<file path="src/rtl/lif_array_if.sv">
// lif_array bus bundle: step strobe, currents and threshold control in; membrane, spike and threshold out.
// With LIF_ADAPT_EN defined the per-neuron adaptation offsets are carried as well.
interface lif_array_if #(
  parameter int N_NEURONS = 4,
  parameter int WIDTH     = 8
);
  logic                        en;
  logic [N_NEURONS*WIDTH-1:0]  current;
  logic [WIDTH-1:0]            thresh_in;
  logic                        thresh_load;
  logic                        reset_mode;
  logic [N_NEURONS*WIDTH-1:0]  state;
  logic [N_NEURONS-1:0]        spike;
  logic [WIDTH-1:0]            threshold;
`ifdef LIF_ADAPT_EN
  logic [N_NEURONS*WIDTH-1:0]  adapt_offset;
`endif

  modport master (
    output en, current, thresh_in, thresh_load, reset_mode,
`ifdef LIF_ADAPT_EN
    input  adapt_offset,
`endif
    input  state, spike, threshold
  );

  modport slave (
    input  en, current, thresh_in, thresh_load, reset_mode,
`ifdef LIF_ADAPT_EN
    output adapt_offset,
`endif
    output state, spike, threshold
  );
endinterface

</file>
<file path="src/rtl/lif_array.sv">
// N-neuron leaky integrate-and-fire array; spikes are registered, one cycle after the firing en step.
// No backpressure: every en cycle is a step. LIF_ADAPT_EN adds per-neuron adaptive threshold offsets.
module lif_array #(
  parameter int N_NEURONS      = 4,
  parameter int WIDTH          = 8,
  parameter int LEAK_SHIFT     = 1,
  parameter int REFRAC_CYCLES  = 2,
  parameter int THRESH_DEFAULT = 200
) (
  input  logic        clk,
  input  logic        reset,
  lif_array_if.slave  bus
);

  localparam int RW = (REFRAC_CYCLES < 1) ? 1 : $clog2(REFRAC_CYCLES + 1);
  localparam logic [RW-1:0]    REFRAC_LOAD = REFRAC_CYCLES[RW-1:0];
  localparam logic [RW-1:0]    REFRAC_ONE  = 1;
  localparam logic [WIDTH-1:0] TH_RESET    = THRESH_DEFAULT[WIDTH-1:0];

  logic [WIDTH-1:0]           thr_q;
  logic [N_NEURONS*WIDTH-1:0] state_vec;
  logic [N_NEURONS-1:0]       spike_vec;
`ifdef LIF_ADAPT_EN
  logic [N_NEURONS*WIDTH-1:0] offset_vec;
`endif

  // A load coinciding with a step still lets that step see the old value.
  always_ff @(posedge clk) begin
    if (reset) begin
      thr_q <= TH_RESET;
    end else if (bus.thresh_load) begin
      thr_q <= bus.thresh_in;
    end
  end

  for (genvar i = 0; i < N_NEURONS; i++) begin : g_neuron
    logic [WIDTH-1:0] mem_q, mem_d;
    logic [RW-1:0]    refrac_q, refrac_d;
    logic             spike_q, spike_d;
    logic [WIDTH:0]   sum_wide;
    logic [WIDTH-1:0] sum_sat;
    logic [WIDTH-1:0] eff_th;
    logic             active;
    logic             fire;
`ifdef LIF_ADAPT_EN
    logic [WIDTH-1:0] off_q, off_d;
    logic [WIDTH:0]   th_wide;
    logic [WIDTH:0]   off_wide;
`endif

    always_comb begin
      sum_wide = {1'b0, bus.current[i*WIDTH +: WIDTH]} + {1'b0, (mem_q >> LEAK_SHIFT)};
      sum_sat  = sum_wide[WIDTH] ? {WIDTH{1'b1}} : sum_wide[WIDTH-1:0];
`ifdef LIF_ADAPT_EN
      th_wide  = {1'b0, thr_q} + {1'b0, off_q};
      eff_th   = th_wide[WIDTH] ? {WIDTH{1'b1}} : th_wide[WIDTH-1:0];
`else
      eff_th   = thr_q;
`endif
      active   = bus.en && (refrac_q == '0);
      fire     = active && (sum_sat >= eff_th);
    end

    always_comb begin
      mem_d    = mem_q;
      refrac_d = refrac_q;
      spike_d  = 1'b0;
      if (bus.en) begin
        if (refrac_q != '0) begin
          refrac_d = refrac_q - REFRAC_ONE;
        end else if (fire) begin
          spike_d  = 1'b1;
          refrac_d = REFRAC_LOAD;
          mem_d    = bus.reset_mode ? (sum_sat - eff_th) : '0;
        end else begin
          mem_d    = sum_sat;
        end
      end
    end

`ifdef LIF_ADAPT_EN
    // Offset grows by a quarter threshold per spike and bleeds off one per quiet step.
    always_comb begin
      off_wide = {1'b0, off_q} + {1'b0, (thr_q >> 2)};
      off_d    = off_q;
      if (fire) begin
        off_d = off_wide[WIDTH] ? {WIDTH{1'b1}} : off_wide[WIDTH-1:0];
      end else if (active && (off_q != '0)) begin
        off_d = off_q - {{(WIDTH-1){1'b0}}, 1'b1};
      end
    end

    always_ff @(posedge clk) begin
      if (reset) begin
        off_q <= '0;
      end else begin
        off_q <= off_d;
      end
    end

    assign offset_vec[i*WIDTH +: WIDTH] = off_q;
`endif

    always_ff @(posedge clk) begin
      if (reset) begin
        mem_q    <= '0;
        refrac_q <= '0;
        spike_q  <= 1'b0;
      end else begin
        mem_q    <= mem_d;
        refrac_q <= refrac_d;
        spike_q  <= spike_d;
      end
    end

    assign state_vec[i*WIDTH +: WIDTH] = mem_q;
    assign spike_vec[i]                = spike_q;
  end

  assign bus.state     = state_vec;
  assign bus.spike     = spike_vec;
  assign bus.threshold = thr_q;
`ifdef LIF_ADAPT_EN
  assign bus.adapt_offset = offset_vec;
`endif

endmodule
</file>
<file path="src/flat_wrapper.sv">
// flat-port wrapper written by rule: the top's interface ports become plain ports
module lif_array_flat 
#(
  parameter int N_NEURONS      = 4,
  parameter int WIDTH          = 8,
  parameter int LEAK_SHIFT     = 1,
  parameter int REFRAC_CYCLES  = 2,
  parameter int THRESH_DEFAULT = 200
)
  (clk, reset, bus_en, bus_current, bus_thresh_in, bus_thresh_load, bus_reset_mode, bus_state, bus_spike, bus_threshold);
  lif_array_if #(.N_NEURONS(N_NEURONS), .WIDTH(WIDTH)) bus_i ();
  input  logic clk;
  input  logic reset;
  input wire logic [$bits(bus_i.en)-1:0] bus_en;
  input wire logic [$bits(bus_i.current)-1:0] bus_current;
  input wire logic [$bits(bus_i.thresh_in)-1:0] bus_thresh_in;
  input wire logic [$bits(bus_i.thresh_load)-1:0] bus_thresh_load;
  input wire logic [$bits(bus_i.reset_mode)-1:0] bus_reset_mode;
  output wire logic [$bits(bus_i.state)-1:0] bus_state;
  output wire logic [$bits(bus_i.spike)-1:0] bus_spike;
  output wire logic [$bits(bus_i.threshold)-1:0] bus_threshold;
  assign bus_i.en = bus_en;
  assign bus_i.current = bus_current;
  assign bus_i.thresh_in = bus_thresh_in;
  assign bus_i.thresh_load = bus_thresh_load;
  assign bus_i.reset_mode = bus_reset_mode;
  assign bus_state = bus_i.state;
  assign bus_spike = bus_i.spike;
  assign bus_threshold = bus_i.threshold;
  lif_array #(.N_NEURONS(N_NEURONS), .WIDTH(WIDTH), .LEAK_SHIFT(LEAK_SHIFT), .REFRAC_CYCLES(REFRAC_CYCLES), .THRESH_DEFAULT(THRESH_DEFAULT)) u_core (.clk(clk), .reset(reset), .bus(bus_i));
endmodule
</file>
<file path="config.mk">
export PLATFORM = sky130hd
export DESIGN_NAME = lif_array_flat
export DESIGN_NICKNAME = d
export VERILOG_FILES = /design/src/rtl/lif_array_if.sv /design/src/rtl/lif_array.sv /design/src/flat_wrapper.sv
export SDC_FILE = /design/constraint.sdc
export NUM_CORES = 1
export LEC_CHECK = 0
export BUFFER_PORTS_ARGS = -buffer_cell sky130_fd_sc_hd__buf_4
export CAP_MARGIN = 10
export CORE_MARGIN = 1.5
export CORE_UTILIZATION = 53
export CTS_BUF_LIST = sky130_fd_sc_hd__clkbuf_8
export CTS_CLUSTER_SIZE = 8
export DETAILED_ROUTE_END_ITERATION = 10
export PLACE_DENSITY_LB_ADDON = 0.25
export SYNTH_ARGS = -nofsm -noshare
export SYNTH_HDL_FRONTEND = slang
export SYNTH_SLANG_ARGS = --single-unit
</file>
<file path="constraint.sdc">
create_clock -name clk -period 3.7 [get_ports clk]
set_clock_uncertainty 0.15 [all_clocks]
set_input_delay 0.555 -clock clk [delete_from_list [all_inputs] [get_ports clk]]
set_output_delay 0.555 -clock clk [all_outputs]
set_load 0.02 [all_outputs]
</file>
==> flow_summary.yaml <==
yosys:
  synthesis.instances: 650
  synth_enable_flop_cells: 0
  ys_types: 70
  post_synthesis_average_cell_area_um2: 7.96
  ys_async_sr_fraction: 0
  syn_nets: 771
  syn-cell-area_um2: 5180
  ys_seq_elements: 52
  ys_seq_area_frac: 0.201
  synthesis.yosys.warnings: 0
  synthFlopType: "sky130_fd_sc_hd__dfxtp_1"
sta:
  post-route-period-util: 0.991
  finalWorstPathRequiredPeriod_ns: 3.67
  transition_time_of_the_tightest_slew_check_pin_ns: 0.901
  worst_slew_margin_rel: 0.398
  setup-tns-final_ns: 0
  timing_max_transition_violations_final: 0
  report.final.setup_viol: 0
  fmax_ghz: 0.273
  fin_worst_hold_slack_ns: 0.300
  timing.final.hold_violations: 0
  finalWorstSetupSlack_ns: 0.0340
global_routing:
  number_of_global_route_vias_before_repair: 5588
  maximum_number_of_pins_on_one_net_before_global_route_repair: 38
  grt_first_pass_wirelength_um: 24900
  grt_antenna_before_repair: 0
  grt_util_all_layers: 0.298
  total_overflow_reported_by_the_global_router: 0
worst_setup_path:
  cp_max_fo: 6
  required_ns: 3.78
  critPathLaunchType: "flop"
  worstSetupPathType: "reg -> reg"
  critical_path_arrival_ns: 3.75
  critical_path.endpoint_type: "flop"
power:
  netSwitchingPower_uw: 3390
  sequentialPowerShare: 0.128
  p_leak_uw: 0.00327
  swShare: 0.460
  power.share.combinational: 0.798
  power.density_nw_per_um2: 1040
  internal_power_uw: 3970
  p_clk_frac: 0.075
  peakVddDrop_mv: 0.454
placement:
  final_weighted_congestion_in_routability_driven_placement: 0.933
  dp_hpwl_um: 12000
  placement.io_buffers: 88
  placed_cells_incl_taps: 941
  placement.setup.worst_slack_ns: -0.309
clocking:
  cts.reportedPaths.clkPinSlew_ns: 0.10
  cts_buffers: 5
  ctsRootBufferMaster: "sky130_fd_sc_hd__clkbuf_8"
  insertion_delay_ns: 0.32
  clock_tree_from_tritoncts: "built"
  cts-htree-levels: 2
  clk_path_buf_depth: 2
  cts-hold-fix-buffers: 0
  numClockSinks: 52
worst_hold_path:
  timing.hold.worst.class: "in -> reg"
die:
  die-height_um: 102
  floorplan.core_area_um2: 9370
  start_util: 0.552
  floorplan.rows: 35
  die_area_um2: 10400
  fp.dieW_um: 102
  floorplan.io_pins: 89
finish:
  mostFrequentLayoutCells: "sky130_fd_sc_hd__buf_4 (187), sky130_fd_sc_hd__nor2_1 (62), sky130_fd_sc_hd__ha_1 (62), sky130_fd_sc_hd__dfxtp_1 (49), sky130_fd_sc_hd__o21ai_0 (41)"
  utilization: 0.753
  post_layout_nonfiller_instances: 952
  layout_commonest_cell: "sky130_fd_sc_hd__buf_4"
  final_layout_size_suffix_gt1_frac: 0.323
  finish.net_count: 943
  area.growth.synth_to_final_pct: 36.4
  diodes_inserted: 0
detailed_routing:
  drc: 0
  first_iter_violations: 223
  drt-pass1-iter-count: 5
  dr_total_vias: 5583
  post_drt_via_cell_ratio: 5.86
  number_of_nets_with_antenna_violations_after_routing: 0
  routed_wl_um: 15700
  wl_per_cell_um: 16.5
status:
  result_of_the_run: "finished, final reports clean"
job:
  drv_cap: 0
state kept, by name (all words and copies together), names as in the netlist:
register,cells
u_core.g_neuron.mem_q,32
u_core.g_neuron.refrac_q,8
u_core.bus.threshold,8
u_core.g_neuron.spike_q,4
worst max-delay path: stages (launching register included):
cell and delay, ns:
sky130_fd_sc_hd__dfxtp_2 0.35, sky130_fd_sc_hd__ha_1 0.22, sky130_fd_sc_hd__fa_2 0.39, sky130_fd_sc_hd__a211oi_4 0.31, sky130_fd_sc_hd__buf_4 0.18, sky130_fd_sc_hd__o21bai_4 0.09
sky130_fd_sc_hd__a2111oi_4 0.36, sky130_fd_sc_hd__nor3b_2 0.10, sky130_fd_sc_hd__ha_1 0.38, sky130_fd_sc_hd__o2111ai_2 0.17, sky130_fd_sc_hd__a21o_2 0.30, sky130_fd_sc_hd__or3_1 0.33
sky130_fd_sc_hd__a311oi_1 0.26
routing by layer:
metal | up-vias | global-route usage | share of wire
met5 | - | 0 | 0
met1 | 2636 | 0.351 | 0.42
met4 | 0 | 0.138 | 0.028
li1 | 2746 | - | -
met3 | 31 | 0.0376 | 0.040
met2 | 170 | 0.539 | 0.52
power by group through the flow:
stage / Sequential [uW] / Clock, uW / Combinational [uW]
global placement: 922 / 0 / 5190
floorplan: 1080 / 0 / 3240
global route: 962 / 571 / 6400
CTS: 926 / 555 / 5460
detailed placement: 934 / 0 / 5410
finish: 939 / 551 / 5870
worst paths after layout:
check	slack (ns)	start	end	depth (start not counted)
worst max register to register	0.03	u_core.g_neuron[1].mem_q[1]$_SDFFE_PP0P_	u_core.g_neuron[1].mem_q[0]$_SDFFE_PP0P_	12
worst min-delay path	0.30	bus_thresh_in[7]	u_core.bus.threshold[7]$_SDFFE_PP1P_	3
worst max-delay path	0.03	u_core.g_neuron[1].mem_q[1]$_SDFFE_PP0P_	u_core.g_neuron[1].mem_q[0]$_SDFFE_PP0P_	12
worst min register to register	0.32	u_core.g_neuron[3].refrac_q[0]$_SDFFE_PP0P_	u_core.g_neuron[3].refrac_q[0]$_SDFFE_PP0P_	2
logic make-up (layout without fill, tap and decap cells):
logic type | count (synthesis) | after routing | synth area share
AO/OA/AOI/OAI | 199 | 199 | 0.260
XOR/XNOR | 28 | 28 | 0.0474
adder cells (fa/ha/maj) | 76 | 76 | 0.195
buffers and inverters | 60 | 233 | 0.0500
flip-flops | 52 | 52 | 0.201
multiplexers | 19 | 19 | 0.0375
AND/OR/NAND/NOR | 216 | 216 | 0.209
area by class of cell:
class,count,area (um^2)
clock inverter,3,90.1
inverter,37,139
fill,724,2310
timing repair buffer,188,1420
tap,129,161
sequential,52,1040
multi-input combinational,538,4130
clock buffer,5,68.8
synth_stat cells (4+ instances only):
| master | number | area (um^2) |
|---|---|---|
| sky130_fd_sc_hd__and3_1 | 7 | 43.8 |
| sky130_fd_sc_hd__o211ai_1 | 12 | 90.1 |
| sky130_fd_sc_hd__nand4_1 | 4 | 25.0 |
| sky130_fd_sc_hd__nor3_1 | 19 | 95.1 |
| sky130_fd_sc_hd__nand3_1 | 25 | 125 |
| sky130_fd_sc_hd__nor2_1 | 63 | 236 |
| sky130_fd_sc_hd__fa_1 | 8 | 160 |
| sky130_fd_sc_hd__dfxtp_1 | 52 | 1040 |
| sky130_fd_sc_hd__and2_1 | 7 | 43.8 |
| sky130_fd_sc_hd__or3_1 | 10 | 62.6 |
| sky130_fd_sc_hd__xnor2_1 | 18 | 158 |
| sky130_fd_sc_hd__a31oi_1 | 18 | 113 |
| sky130_fd_sc_hd__o21a_1 | 8 | 60.1 |
| sky130_fd_sc_hd__clkbuf_1 | 10 | 37.5 |
| sky130_fd_sc_hd__nor4_1 | 6 | 37.5 |
| sky130_fd_sc_hd__xor2_1 | 10 | 87.6 |
| sky130_fd_sc_hd__o21ai_0 | 46 | 230 |
| sky130_fd_sc_hd__mux2i_1 | 16 | 160 |
| sky130_fd_sc_hd__buf_4 | 6 | 45.0 |
| sky130_fd_sc_hd__o41ai_1 | 4 | 35.0 |
| sky130_fd_sc_hd__nand2_1 | 34 | 128 |
| sky130_fd_sc_hd__a21oi_1 | 35 | 175 |
| sky130_fd_sc_hd__a211oi_1 | 15 | 113 |
| sky130_fd_sc_hd__or2_2 | 11 | 68.8 |
| sky130_fd_sc_hd__a21o_1 | 11 | 82.6 |
| sky130_fd_sc_hd__nor2b_1 | 9 | 56.3 |
| sky130_fd_sc_hd__ha_1 | 68 | 851 |
| sky130_fd_sc_hd__o21bai_1 | 8 | 60.1 |
| sky130_fd_sc_hd__nand2b_1 | 9 | 56.3 |
| sky130_fd_sc_hd__inv_1 | 37 | 139 |
timing repair:
item	in CTS	in global routing
setup buffers	0	3
pin swaps	1	23
gates resized for setup	4	55
setup endpoints to repair	6	39
stage by stage:
stage / instance area (um^2) / total power (uW)
2_1_floorplan: 5190 / 4320
5_1_grt: 7060 / 7940
6_report: 7060 / 7360
4_1_cts: 6800 / 6940
3_5_place_dp: 6630 / 6340
3_3_place_gp: 6630 / 6110
No activity file was read; power rests on OpenSTA's default activity.
